===== src/rtl/ball_pkg.sv =====
// Shared types and default geometry for the ball controller.
// The optional speed-up feature (BALL_SPEEDUP_EN) is consumed in ball_ctl.sv.
package ball_pkg;
    localparam int POS_W    = 12;
    localparam int SCORE_W  = 4;
    localparam int PERIOD_W = 32;

    localparam int DEF_TICK_PERIOD = 800_000;
    localparam int DEF_SCREEN_W    = 1024;
    localparam int DEF_SCREEN_H    = 768;
    localparam int DEF_BALL_R      = 10;

    localparam logic [SCORE_W-1:0] SCORE_MAX = 4'd15;

    typedef enum logic [1:0] {
        IDLE   = 2'd0,
        RUN    = 2'd1,
        SCORED = 2'd2
    } state_t;

    // INC means rightwards for x and downwards for y.
    typedef enum logic {
        DIR_INC = 1'b0,
        DIR_DEC = 1'b1
    } dir_t;

    function automatic logic [SCORE_W-1:0] sat_inc(input logic [SCORE_W-1:0] s);
        return (s == SCORE_MAX) ? s : s + 4'd1;
    endfunction
endpackage


===== src/rtl/tick_gen.sv =====
// Reloadable down-counter: ticks for one cycle each time it reaches zero while enabled.
module tick_gen
    import ball_pkg::*;
(
    input  logic                clk_i,
    input  logic                reset_i,
    input  logic                enable_i,
    input  logic                reload_i,
    input  logic [PERIOD_W-1:0] period_i,
    output logic                tick_o
);
    logic [PERIOD_W-1:0] count_q, count_d;

    assign tick_o = enable_i && (count_q == '0);

    always_comb begin
        count_d = count_q;
        if (reload_i || tick_o) begin
            count_d = period_i - PERIOD_W'(1);
        end else if (enable_i) begin
            count_d = count_q - PERIOD_W'(1);
        end
    end

    always_ff @(posedge clk_i) begin
        if (reset_i) begin
            count_q <= period_i - PERIOD_W'(1);
        end else begin
            count_q <= count_d;
        end
    end
endmodule


===== src/rtl/ball_ctl.sv =====
// Pong ball controller: serve, per-tick motion, wall/paddle bounces and scoring.
// Define BALL_SPEEDUP_EN to shorten the step period on every accepted paddle hit.
module ball_ctl
    import ball_pkg::*;
#(
    parameter int TICK_PERIOD = DEF_TICK_PERIOD,
    parameter int SCREEN_W    = DEF_SCREEN_W,
    parameter int SCREEN_H    = DEF_SCREEN_H,
    parameter int BALL_R      = DEF_BALL_R
) (
    input  logic               pclk,
    input  logic               reset,
    input  logic               serve,
    input  logic               hit_left,
    input  logic               hit_right,
    output logic [POS_W-1:0]   x_pos,
    output logic [POS_W-1:0]   y_pos,
    output logic               running,
    output logic [SCORE_W-1:0] score_left,
    output logic [SCORE_W-1:0] score_right,
    output logic               point_pulse
);
    localparam logic [POS_W-1:0]    X_CTR       = POS_W'(SCREEN_W / 2);
    localparam logic [POS_W-1:0]    Y_CTR       = POS_W'(SCREEN_H / 2);
    localparam logic [POS_W-1:0]    X_MIN       = POS_W'(BALL_R);
    localparam logic [POS_W-1:0]    Y_MIN       = POS_W'(BALL_R);
    localparam logic [POS_W-1:0]    X_MAX       = POS_W'(SCREEN_W - 1 - BALL_R);
    localparam logic [POS_W-1:0]    Y_MAX       = POS_W'(SCREEN_H - 1 - BALL_R);
    localparam logic [PERIOD_W-1:0] PERIOD_FULL = PERIOD_W'(TICK_PERIOD);

    state_t               state_q;
    logic [POS_W-1:0]     x_q, y_q;
    dir_t                 dx_q, dy_q, serve_dir_q;
    logic [SCORE_W-1:0]   score_l_q, score_r_q;
    logic                 pulse_q, running_q;
    logic [PERIOD_W-1:0]  period_d;
    logic                 tick;

    logic [POS_W-1:0]     x_step, y_step;
    dir_t                 dx_step, dy_step;
    logic                 miss_right, miss_left;

    tick_gen u_tick (
        .clk_i    (pclk),
        .reset_i  (reset),
        .enable_i (state_q == RUN),
        .reload_i (state_q != RUN),
        .period_i (period_d),
        .tick_o   (tick)
    );

    // A paddle hit takes priority over the edge, so a hit ball never scores.
    always_comb begin
        x_step     = x_q;
        dx_step    = dx_q;
        miss_right = 1'b0;
        miss_left  = 1'b0;
        if (dx_q == DIR_INC) begin
            if (hit_right) begin
                dx_step = DIR_DEC;
                x_step  = x_q - 12'd1;
            end else if (x_q == X_MAX) begin
                miss_right = 1'b1;
            end else begin
                x_step = x_q + 12'd1;
            end
        end else begin
            if (hit_left) begin
                dx_step = DIR_INC;
                x_step  = x_q + 12'd1;
            end else if (x_q == X_MIN) begin
                miss_left = 1'b1;
            end else begin
                x_step = x_q - 12'd1;
            end
        end

        dy_step = dy_q;
        if (dy_q == DIR_DEC && y_q == Y_MIN) begin
            dy_step = DIR_INC;
        end else if (dy_q == DIR_INC && y_q == Y_MAX) begin
            dy_step = DIR_DEC;
        end
        y_step = (dy_step == DIR_INC) ? y_q + 12'd1 : y_q - 12'd1;
    end

`ifdef BALL_SPEEDUP_EN
    localparam logic [PERIOD_W-1:0] PERIOD_STEP  = PERIOD_W'(TICK_PERIOD / 16);
    localparam logic [PERIOD_W-1:0] PERIOD_FLOOR = PERIOD_W'(TICK_PERIOD / 4);

    logic [PERIOD_W-1:0] period_q;
    logic                hit_acc;

    assign hit_acc = tick && ((dx_q == DIR_INC && hit_right) || (dx_q == DIR_DEC && hit_left));

    // Feeding the next period to the counter makes a hit's speed-up apply to the very next step.
    always_comb begin
        period_d = period_q;
        if (reset || (state_q == IDLE && serve)) begin
            period_d = PERIOD_FULL;
        end else if (hit_acc) begin
            period_d = (period_q < PERIOD_FLOOR + PERIOD_STEP) ? PERIOD_FLOOR
                                                              : period_q - PERIOD_STEP;
        end
    end

    always_ff @(posedge pclk) begin
        period_q <= period_d;
    end
`else
    assign period_d = PERIOD_FULL;
`endif

    always_ff @(posedge pclk) begin
        if (reset) begin
            state_q     <= IDLE;
            x_q         <= X_CTR;
            y_q         <= Y_CTR;
            dx_q        <= DIR_INC;
            dy_q        <= DIR_INC;
            serve_dir_q <= DIR_INC;
            score_l_q   <= '0;
            score_r_q   <= '0;
            pulse_q     <= 1'b0;
            running_q   <= 1'b0;
        end else begin
            pulse_q <= 1'b0;
            unique case (state_q)
                IDLE: begin
                    x_q <= X_CTR;
                    y_q <= Y_CTR;
                    if (serve) begin
                        state_q   <= RUN;
                        running_q <= 1'b1;
                        dx_q      <= serve_dir_q;
                        dy_q      <= DIR_INC;
                    end
                end
                RUN: begin
                    // The player who missed serves next, so the ball leaves toward the scorer.
                    if (tick) begin
                        if (miss_right) begin
                            score_l_q   <= sat_inc(score_l_q);
                            serve_dir_q <= DIR_DEC;
                            state_q     <= SCORED;
                            running_q   <= 1'b0;
                            pulse_q     <= 1'b1;
                        end else if (miss_left) begin
                            score_r_q   <= sat_inc(score_r_q);
                            serve_dir_q <= DIR_INC;
                            state_q     <= SCORED;
                            running_q   <= 1'b0;
                            pulse_q     <= 1'b1;
                        end else begin
                            x_q  <= x_step;
                            y_q  <= y_step;
                            dx_q <= dx_step;
                            dy_q <= dy_step;
                        end
                    end
                end
                SCORED: begin
                    state_q <= IDLE;
                    x_q     <= X_CTR;
                    y_q     <= Y_CTR;
                end
                default: state_q <= IDLE;
            endcase
        end
    end

    assign x_pos       = x_q;
    assign y_pos       = y_q;
    assign running     = running_q;
    assign score_left  = score_l_q;
    assign score_right = score_r_q;
    assign point_pulse = pulse_q;
endmodule

===== config.mk =====
export PLATFORM = sky130hd
export DESIGN_NAME = ball_ctl
export DESIGN_NICKNAME = d
export VERILOG_FILES = /design/src/rtl/ball_pkg.sv /design/src/rtl/tick_gen.sv /design/src/rtl/ball_ctl.sv
export SDC_FILE = /design/constraint.sdc
export NUM_CORES = 1
export LEC_CHECK = 0
export ABC_AREA = 1
export CORE_ASPECT_RATIO = 1.2
export CORE_MARGIN = 2
export CORE_UTILIZATION = 55
export CTS_CLUSTER_SIZE = 40
export DETAILED_ROUTE_END_ITERATION = 10
export PLACE_DENSITY = 0.76
export SLEW_MARGIN = 25
export SYNTH_ARGS = -nofsm -noshare
export SYNTH_HDL_FRONTEND = slang
export SYNTH_SLANG_ARGS = --single-unit

===== constraint.sdc =====
create_clock -name pclk -period 6.8 [get_ports pclk]
set_input_delay 2.04 -clock pclk [delete_from_list [all_inputs] [get_ports pclk]]
set_output_delay 2.04 -clock pclk [all_outputs]
set_load 0.05 [all_outputs]

### Word-level counts from Yosys, hierarchy flattened

Cells that the tools add are included.

| storage, ports and cells | value |
|---|---|
| output and inout port bits | 34 |
| register bits | 71 |
| word-level logic and storage cells | 108 |

| cells by class | value |
|---|---|
| eq/ne operators | 16 |
| add/subtract/negate cells | 7 |
| mux-type cells | 48 |
| reduce and logical (&&, ||, !) cells | 20 |
| bitwise logic cells | 6 |

Operators with widths:

| operator | number |
|---|---|
| $mux 12 | 12 |
| $pmux 12 s2 | 2 |
| $logic_not 32->1 | 1 |
| $sub 32x1->32 const B | 1 |
| $mux 1 | 26 |
| $add 12x1->12 const B | 2 |
| $eq 12x10->1 const B | 2 |
| $eq 12x4->1 const B | 2 |
| $sub 12x1->12 const B | 2 |
| $reduce_and 4->1 | 3 |
| $reduce_and 5->1 | 2 |
| $add 4x1->4 const B | 2 |
| $eq 4x4->1 const B | 2 |
| $mux 2 | 4 |
| $ne 2x2->1 const B | 4 |
| $ne 4x4->1 const B | 2 |
| $not 1->1 | 6 |
| $pmux 1 s2 | 3 |
| $reduce_and 3->1 | 2 |
| $reduce_and 6->1 | 1 |
| $reduce_bool 2->1 | 3 |
| $pmux 2 s2 | 1 |
| $reduce_or 2->1 | 2 |
| $logic_and 1x1->1 | 3 |
| other kinds (7) | 7 |

### Logic depth before layout (Yosys ltp)

| logic depth | value |
|---|---|
| depth in word-level cells | 9 |
| mapped depth | 17 |
| depth with buffers taken out | 17 |

### By module

A second synthesis with hierarchy kept.

| second synthesis, totals | value |
|---|---|
| cell total of the unflattened synthesis | 901 |
| area, all modules | 5826.8 um^2 |

Modules (own cells, without submodules):

| module | times used | cells an instance | area an instance (um^2) | seq. area each (um^2) |
|---|---|---|---|---|
| tick_gen | 1 | 460 | 3025.4 | 960.9 |
| ball_ctl | 1 | 441 | 2801.4 | 780.7 |

### Least setup slack after synthesis

OpenSTA, ideal clock, no wires.

| timing path | value |
|---|---|
| kind | in2reg |
| from | input port hit_left |
| to | register x_q[9], in the netlist x_pos[9] |
| arrival | 3.007 ns |
| data required time | 6.674 ns |
| path slack | 3.667 ns |
| stages | 10 |
| setup time | 0.126 ns |
| path buffers | 1 |
| path through | inv_1 > nand2_1 > o21ai_0 > inv_1 > clkbuf_1 > o21ai_0 > nand3_1 > nand2_1 > o21ai_0 > nand3_1 |

| between the ends | value |
|---|---|
| longest elaborated chain between the ends | 6 |
| elaborated cells between the ends (all ways) | 11 |

Ends and longest elaborated chain:

| what | RTL line | source |
|---|---|---|
| start: declaration | ball_ctl.sv:14 | `input logic hit_left,` |
| $mux 12 | ball_ctl.sv:68 | `if (hit_left) begin` |
| $mux 12 | ball_ctl.sv:58 | `if (dx_q == DIR_INC) begin` |
| $mux 12 | ball_ctl.sv:148 | `end else if (miss_left) begin` |
| $mux 12 | ball_ctl.sv:142 | `if (miss_right) begin` |
| $mux 12 | ball_ctl.sv:141 | `if (tick) begin` |
| $pmux 12 s2 | ball_ctl.sv:128 | `unique case (state_q)` |
| end signal: assignment | ball_ctl.sv:155 | `x_q <= x_step;` |
| end: declaration | ball_ctl.sv:32 | `logic [POS_W-1:0] x_q, y_q;` |

Several ways; a longest one is shown, not always the timed one. The select of a mux whose other input is x is not followed.
A chain may end at the register's enable or synchronous reset.

### Final worst setup path

| timing path | value |
|---|---|
| from | input port reset |
| to | register u_tick.count_q[30] |

| between the ends | value |
|---|---|
| longest elaborated chain between the ends | 1 |

Ends and longest elaborated chain:

| what | RTL line | source |
|---|---|---|
| start: declaration | ball_ctl.sv:12 | `input logic reset,` |
| $reduce_or 2->1 (no line) | n/a |  |
| end signal: assignment | tick_gen.sv:27 | `count_q <= period_i - PERIOD_W'(1);` |
| end signal: assignment | tick_gen.sv:29 | `count_q <= count_d;` |
| end: declaration | tick_gen.sv:12 | `logic [PERIOD_W-1:0] count_q, count_d;` |

Every way passes these cells.

==> flow_metrics.tcl <==
set metrics [dict create \
    grt.met2_usage 0.445 \
    grt_pass1_vias 4127 \
    path_buf_inv 4 \
    antenna_cells 0 \
    max_slew_margin 0.532 \
    min_from "u_tick.count_q[0]" \
    pin_count 39 \
    cp_slowest_stage_delay_ps 460 \
    power.leakage_uw 0.00216 \
    r2r_slack_ps 4040 \
    layout_common_cells "nand2_1, nor2_1, inv_1" \
    clk_path_buf_depth 2 \
    timing.hold.ws_ps 395 \
    grt_pass1_wl_um 18400 \
    worstSetupPathType "in2reg" \
    rsz0062_at_grt "no" \
    synth-seq-area-share 0.311 \
    slew_violations 0 \
    io_buffers 38 \
    drc 0 \
    outcome "finished, final reports clean" \
    path_cells "clkdlybuf4s50_1 -> buf_4 -> inv_1 -> nand2_2 -> inv_1 -> o21ai_1 -> nor2_1" \
    core_mm2 0.00811 \
    multi_input_area_mm2 0.00274 \
    ys_warn_count 0 \
    synth_flop_cell "dfxtp_1" \
    min_to "u_tick.count_q[0]" \
    max-vdd-ir-drop_v 0.000141 \
    rows 36 \
    worst_pin_slew_ps 697 \
    cts.reportedPaths.clkPinSlew_ps 80 \
    nFillCells 729 \
    syn_area_mm2 0.00456 \
    wl_um 10700 \
    fin_util 0.645 \
    met3_usage 0.0486 \
    reg2reg_depth 14 \
    antenna_found_initial 0 \
    cp_common_cell "inv_1" \
    fmax_mhz 261 \
    clock-skew-final_ps 15.9 \
    cts_buffers 9 \
    first_pass_iters 5 \
    cap_violations 0 \
    post_cts_buffers 0 \
    initial_core_util 0.563 \
    dieArea_mm2 0.00905 \
    worst_setup_path_end_kind "flip-flop" \
    setup_viol 0 \
    cts_max_level 3 \
    crit_slowest_cell "clkdlybuf4s50_1" \
    synth-edff-count 0 \
    syn_to_final_growth_pct 14.6 \
    drtIter0Drc 170 \
    wl_per_cell_um 13.0 \
    rr_endpoint "y_pos[5]" \
    period_share 0.564 \
    synthArstFlopShare 0 \
    die_h_um 104 \
    clk_latency_ps 360 \
    clockRootBuffer "clkbuf_8" \
    grtUsageMet1 0.291 \
    hold_depth 1 \
    ys_seq_elements 71 \
    cp_data_arrival_time_ps 4070 \
    worstPathMaxFanout 28 \
    via_count 4335 \
    dp.final_hpwl_um 7970 \
    setup_ws_ps 2970 \
    powerDensity_mw_per_mm2 178 \
    netlist-cell-type-count 44 \
    cp.required_ps 7040 \
    antenna_left 0 \
    avgViaCountPerCell 5.25 \
    clock_sinks 71 \
    cts_tree "done" \
    critical_path.top_delay_family "buffers and inverters" \
    globalplace.congestion 0.928 \
    timing.final.crit_period_ps 3830 \
    layout.nets 749 \
    seq_area_mm2 0.00142 \
    grt_max_degree 29 \
    synth_nets 710 \
    cts_hold_buf 0 \
    syn_avg_cell_area_um2 6.64 \
    crit_path_start_kind "primary input" \
    drive_above_1_share 0.100 \
    final_common_cell "nand2_1" \
    final_hold_viol_count 0 \
    postSynthCellCount 687 \
    timing.rr.start "y_pos[1]" \
    dp_slack_ps 2310 \
    grt-ovfl-total 0 \
    hp-class "reg2reg" \
    gr-usage-all-layers 0.250 \
    grt_most_used_layer "met2" \
    die_w_um 87.2 \
    cts_resized 0 \
    tns_ps 0 \
]
## synth_stat cells, types with 2 or more instances
library cell | number | area share
inv_2 | 3 | 0.0025
o211ai_1 | 3 | 0.0049
or2_2 | 3 | 0.0041
nand4_1 | 9 | 0.012
dfxtp_1 | 71 | 0.31
buf_4 | 2 | 0.0033
o21bai_1 | 2 | 0.0033
nor2_1 | 92 | 0.076
ha_1 | 17 | 0.047
nor2_2 | 10 | 0.014
a21oi_2 | 10 | 0.019
nand3_2 | 2 | 0.0044
nand3b_1 | 2 | 0.0033
xor2_1 | 16 | 0.031
a21oi_1 | 47 | 0.052
nand2_4 | 3 | 0.0074
nor2_4 | 5 | 0.012
clkbuf_1 | 4 | 0.0033
buf_2 | 3 | 0.0033
xnor2_1 | 8 | 0.015
o21ai_1 | 2 | 0.0022
o21ai_0 | 37 | 0.041
nand2_1 | 161 | 0.13
inv_1 | 80 | 0.066
nor3_1 | 6 | 0.0066
nand3_4 | 2 | 0.0077
nand2_2 | 16 | 0.022
a31oi_1 | 3 | 0.0041
nand3_1 | 53 | 0.058
## worst register-to-register path, cell delays in order (launching register included)
cell and delay, ps:
dfxtp_1 460, nand2_1 90, nor2_1 120, nand3_1 100
nand2_1 120, nand2_1 340, ha_1 490, nand2_1 90
inv_1 50, nand2_1 50, nand3_1 170, a21oi_1 230
xor2_1 180, nand2_1 70, a21oi_1 140
## how the worst max path moves through the flow
stage | from | end | depth (start not counted)
floorplan | hit_left | x_pos[9] | 10
global placement | hit_right | x_pos[2] | 8
detailed placement | hit_right | x_pos[7] | 8
CTS | hit_right | x_pos[2] | 8
global route | hit_right | x_pos[9] | 8
finish | reset | u_tick.count_q[30] | 7
## layout make-up
class,count,share of cell area
Sequential cell,71,0.272
Multi-Input combinational cell,519,0.524
Inverter,86,0.0624
Clock inverter,5,0.0206
Tap cell,95,0.0227
Timing Repair Buffer,39,0.0742
Clock buffer,10,0.0244
## cell families (layout without fill, tap and decap cells)
family                     count (synthesis)  after routing  synth area share
and+or+nand+nor                          371            371             0.374
adders and majority gates                 18             18            0.0510
AOI/OAI and AO/OA                        106            106             0.129
xor gates and xnor gates                  24             24            0.0461
buffers and inverters                     97            140            0.0883
DFF                                       71             71             0.311
## state kept, by name (all words and copies together) (netlist names)
register and count:
score_left 4, x_pos 12, state_q 2, score_right 4
running 1, dy_q 1, dx_q 1, u_tick.count_q 32
serve_dir_q 1, point_pulse 1, y_pos 12
## per-layer routing
metal | share of wire | wire length [µm]
met5 | 0 | 0
met3 | 0.033 | 348
met1 | 0.43 | 4570
met2 | 0.52 | 5540
met4 | 0.022 | 231
## per-stage QoR
| stage | cells | total power, µW | instance area, µm² |
|---|---|---|---|
| 2_1_floorplan | 687 | 510 | 4560 |
| 3_3_place_gp | 810 | 530 | 4990 |
| 3_5_place_dp | 810 | 532 | 4990 |
| 4_1_cts | 825 | 939 | 5230 |
| 5_1_grt | 825 | 971 | 5230 |
| 6_report | 825 | 932 | 5230 |
## where the power goes
group	total [µW]	internal [µW]	switching, µW
logic	98.4	31.1	67.3
registers	425	420	5.08
clock network	409	243	166
(Power assumes the default switching activity.)
==> variant 1 (same settings) <==
Change the package constant `PERIOD_W` from 32 to 40.
--- a/src/rtl/ball_pkg.sv
+++ b/src/rtl/ball_pkg.sv
@@ -3,7 +3,7 @@
 package ball_pkg;
     localparam int POS_W    = 12;
     localparam int SCORE_W  = 4;
-    localparam int PERIOD_W = 32;
+    localparam int PERIOD_W = 40;
 
     localparam int DEF_TICK_PERIOD = 800_000;
     localparam int DEF_SCREEN_W    = 1024;
Formal check against the unedited RTL: no difference found for any inputs over 10 cycles, from zero or initial values and one cycle with reset high; that may be too few to reach the edited logic, so the function may still have changed.
==> variant 1 against the original RTL <==
Synthesized area grew 10%. Power grew 8.3%. Setup slack lost 0.31 ns. Count of clock-buffer cells in the layout grew 2. Routed wire length grew 15%. Design area grew 9.0%. Sequential cell count grew 8. Global-route usage grew 0.80 points.
==> variant 1: results (changes against the original RTL) <==
| Metric | Value |
|---|---|
| Worst Tran Pin Value | `0.773 ns (+0.0755 ns)` |
| Crit Path Max Fanout | `12 (-57%)` |
| Final nets | `814 (+8.7%)` |
| Routed length per instance | `13.4 um (+3.5%)` |
| Total GRT Usage | `0.258 (+0.00804)` |
| DP HPWL | `8.97 mm (+13%)` |
| Post-synth top cells | `nand2_1 (170), nor2_1 (108), inv_1 (82)` |
| Crit path largest cell delay | `0.61 ns (+0.15 ns)` |
| Crit path DAT | `4.38 ns (+0.31 ns)` |
| Synth area leaders | `dfxtp_1 (31%), nand2_1 (13%), nor2_1 (8.1%), nand3_1 (7.8%), inv_1 (6.1%)` |
| Critical Path Source | `hit_right` |
| Worst r2r src | `y_pos[0]` |
| Worst-case clock buffer depth | `2 (unchanged)` |
| Synth cell types | `43 (-2.3%)` |
| Post-Synthesis Cells | `757 (+10%)` |
| Syn_nets | `781 (+10%)` |
| Status | `completed` |
| Starting DRT DRC Count | `204 (+20%)` |
| Placed cell count | `899 (+11%)` |
| Leakage power | `0.00249 uW (+15%)` |
| Critical R2R Capture | `y_pos[11]` |
| Max reg flops | `40 (+25%)` |
| Peak VDD IR | `0.138 mV (-2.8%)` |
| DRT Wirelength | `12.3 mm (+15%)` |
| Vias in the first global route | `4756 (+15%)` |
| Reg2Reg Setup Slack | `3.91 ns (-0.13 ns)` |
| Fillers | `800 (+9.7%)` |
| Crit-path leading delay family | `compound AO/OA/AOI/OAI gates` |
| Final clock skew | `0.0118 ns (-0.00413 ns)` |
| N_diodes | `0 (unchanged)` |
| Fraction of layout cells with a size suffix above 1 | `0.0680 (-0.0320)` |
| Placer congestion estimate | `0.898 (-3.2%)` |
| Initial DRT Pass Iterations | `7 (+2)` |
| Clock latency at the later pin of the worst-skew pair | `0.36 ns (about the same)` |
| Post-synthesis sequential area ratio | `0.315 (+0.00342)` |
| Vias per cell | `5.40 (+2.7%)` |
| First-pass GRT wire length | `21.0 mm (+14%)` |
| Slowest-stage cell, CP | `o21ai_1` |
variant 1: cell types whose count changed after synthesis, sizes merged, moves of 6 or more:
cell	unedited run	this run
nor3	6	15
inv	84	91
nor2	108	123
buf	7	13
nand3	57	81
dfxtp	71	79
xor2	16	29
variant 1: worst max-delay path by stage:
stage | cells past startpoint | slack (ns) | to
after floorplan | 9 | 3.69 | x_pos[8]
after global placement | 7 | 2.50 | u_tick.count_q[21]
after detailed placement | 7 | 2.41 | u_tick.count_q[37]
after CTS | 8 | 2.75 | x_pos[9]
after global routing | 8 | 2.52 | x_pos[9]
final | 8 | 2.66 | x_pos[9]
variant 1: power groups by stage:
stage               Sequential [uW]  Combinational (uW)  Clock, uW
floorplan                       489                75.1          0
global placement                487                96.0          0
detailed placement              488                98.5          0
CTS                             477                99.7        435
global route                    477                 113        452
finish                          477                 101        432
variant 1: routing by layer:
metal	GRT usage	vias up	wire length (um)
met5	0	-	0
met3	0.0408	39	464
li1	-	2493	-
met2	0.493	127	6380
met1	0.283	2274	5050
met4	0.108	0	360
variant 1: final cells by class:
class | instances | area [sq um] | area share
sequential | 79 | 1580 | 0.278
timing repair buffer | 39 | 388 | 0.0681
clock buffer | 12 | 155 | 0.0272
tap | 120 | 150 | 0.0263
inverter | 92 | 348 | 0.0610
multi-input combinational | 569 | 2990 | 0.524
clock inverter | 3 | 90.1 | 0.0158
variant 1: per-stage QoR:
| stage | setup slack [ns] | hold WS (ns) | total power (uW) | util | cell area [sq um] |
|---|---|---|---|---|---|
| 6_report | 2.66 | 0.436 | 1010 | 0.634 | 5700 |
| 5_1_grt | 2.52 | 0.456 | 1040 | 0.634 | 5700 |
| 4_1_cts | 2.75 | 0.438 | 1010 | 0.634 | 5700 |
| 3_5_place_dp | 2.41 | 0.420 | 586 | 0.607 | 5450 |
| 3_3_place_gp | 2.50 | 0.405 | 583 | 0.607 | 5450 |
| 2_1_floorplan | 3.69 | 0.390 | 564 | - | 5020 |
variant 1: cell families (layout without fill, tap and decap cells):
group / count (synthesis) / count (layout) / synth area share
compound gates: 97 / 97 / 0.102
xor+xnor: 36 / 36 / 0.0628
fa+ha+maj: 19 / 19 / 0.0488
buf+inv: 109 / 146 / 0.0909
flops: 79 / 79 / 0.315
simple gates: 417 / 417 / 0.381
==> variant 2 (same settings) <==
Without the edit above. Register the output `y_pos` once more, with the module's reset; this adds one clock of latency there. The other outputs are not delayed to match.
--- a/src/rtl/ball_ctl.sv
+++ b/src/rtl/ball_ctl.sv
@@ -170,7 +170,13 @@
     end
 
     assign x_pos       = x_q;
-    assign y_pos       = y_q;
+    always_ff @(posedge pclk) begin
+        if (reset) begin
+            y_pos <= '0;
+        end else begin
+            y_pos <= y_q;
+        end
+    end
     assign running     = running_q;
     assign score_left  = score_l_q;
     assign score_right = score_r_q;
Function: changed (a bounded check fails within 4 cycles, from zero or initial values and one cycle with reset high).
==> variant 2 against the original RTL <==
Synthesized area is 4.1% higher. Via count increased by 3.0%. Synthesized cell count up 0.58%. Routed wire length about the same. Combinational power increased by 77%. Setup slack gained 0.063 ns. Register-to-register slack gained 0.02 ns. Design area is 2.9% higher. Die area is 3.9% higher. Clock skew is 0.0065 ns lower. Power up 6.7%. Sequential cell count increased by 12. Critical path depth shrank 6. Critical path type is now flip-flop to output pin. Largest cell class unchanged.
==> variant 2: results (changes against the original RTL) <==
| Metric | Value |
|---|---|
| Status | `completed` |
| Largest net degree at the start of global routing | `38 (+31%)` |
| Vias in the first global route | `4205 (+1.9%)` |
| Starting DRT DRC Count | `196 (+15%)` |
| Leakage power | `0.00223 uW (+3.2%)` |
| Vias per cell | `5.24 (-0.19%)` |
| CTS buffer count | `9 (unchanged)` |
| Routed length per instance | `12.6 um (-3.0%)` |
| Crit Path Max Fanout | `9 (-68%)` |
| Crit path DAT | `1.73 ns (-2.34 ns)` |
| Final nets | `752 (+0.40%)` |
| Post-synth top cells | `nand2_1 (159), nor2_1 (110), dfxtp_1 (83)` |
| Syn_nets | `714 (+0.56%)` |
| Worst reg2reg path depth | `15 (+1)` |
| First-pass GRT wire length | `18.6 mm (+1.5%)` |
| Synth cell types | `39 (-11%)` |
| Peak VDD IR | `0.0893 mV (-37%)` |
| Synth area leaders | `dfxtp_1 (35%), nand2_1 (13%), nor2_1 (8.7%), inv_1 (6.0%), a21oi_1 (5.1%)` |
| Placer congestion estimate | `0.886 (-4.5%)` |
| Worst-case clock buffer depth | `2 (unchanged)` |
| Max_slew headroom | `0.569 (+0.0370)` |
| Crit path largest cell delay | `0.86 ns (+0.40 ns)` |
| Post-synthesis sequential area ratio | `0.350 (+0.0384)` |
| DP HPWL | `7.93 mm (-0.54%)` |
| Total GRT Usage | `0.248 (-0.00175)` |
| Crit-path leading delay family | `buffers and inverters` |
| Fraction of layout cells with a size suffix above 1 | `0.0722 (-0.0278)` |
## variant 2: cells by family (layout without fill, tap and decap cells)
kind of cell,Yosys count,count (layout),synth area share
AOI/OAI and AO/OA,93,93,0.110
xor gates and xnor gates,36,36,0.0664
adders and majority gates,18,18,0.0490
buffers and inverters,92,135,0.0767
DFF,83,83,0.350
and+or+nand+nor,369,369,0.348
## variant 2: cell type report
cell class	instances	area [sq um]
clock buffer	10	128
clock inverter	6	32.5
fill	781	3090
inverter	80	303
multi-input combinational	516	2720
sequential	83	1660
tap	117	146
timing repair buffer	39	388
## variant 2: per-layer routing
metal / share of wire / wire [um] / track usage
met1: 0.46 / 4950 / 0.337
met2: 0.47 / 5030 / 0.381
met3: 0.046 / 495 / 0.0431
met4: 0.020 / 213 / 0.110
met5: 0 / 0 / 0
## variant 2: final timing paths
| check | startpoint | endpoint | slack (ns) |
|---|---|---|---|
| setup / recovery | x_pos[2] | x_pos[2] | 3.03 |
| hold / removal | u_tick.count_q[0] | u_tick.count_q[0] | 0.44 |
| setup reg to reg | y_q[11] | y_q[11] | 4.06 |
| hold reg to reg | u_tick.count_q[0] | u_tick.count_q[0] | 0.44 |
## variant 2: power by group
part | switching [uW] | internal (uW) | leakage, uW
combinational | 117 | 56.8 | 0.00148
sequential | 14.7 | 498 | 0.000673
clock | 178 | 129 | 0.0000856
total | 311 | 684 | 0.00223
## variant 2: worst reg2reg max path: cells and delay by family (launching register included)
kind	cells	cell delay (ns)
buf+inv	1	0.09
compound gates	2	0.37
fa+ha+maj	1	0.50
flops	1	0.32
simple gates	11	1.35
## variant 2: per-stage QoR
| step | instance area, sq um | total power, uW | instances | hold slack (ns) |
|---|---|---|---|---|
| after detailed placement | 5220 | 696 | 835 | 0.427 |
| after global routing | 5380 | 1040 | 851 | 0.473 |
| after floorplan | 4750 | 654 | 691 | 0.412 |
| after global placement | 5220 | 693 | 835 | 0.422 |
| final | 5380 | 994 | 851 | 0.444 |
| after CTS | 5380 | 1000 | 851 | 0.448 |
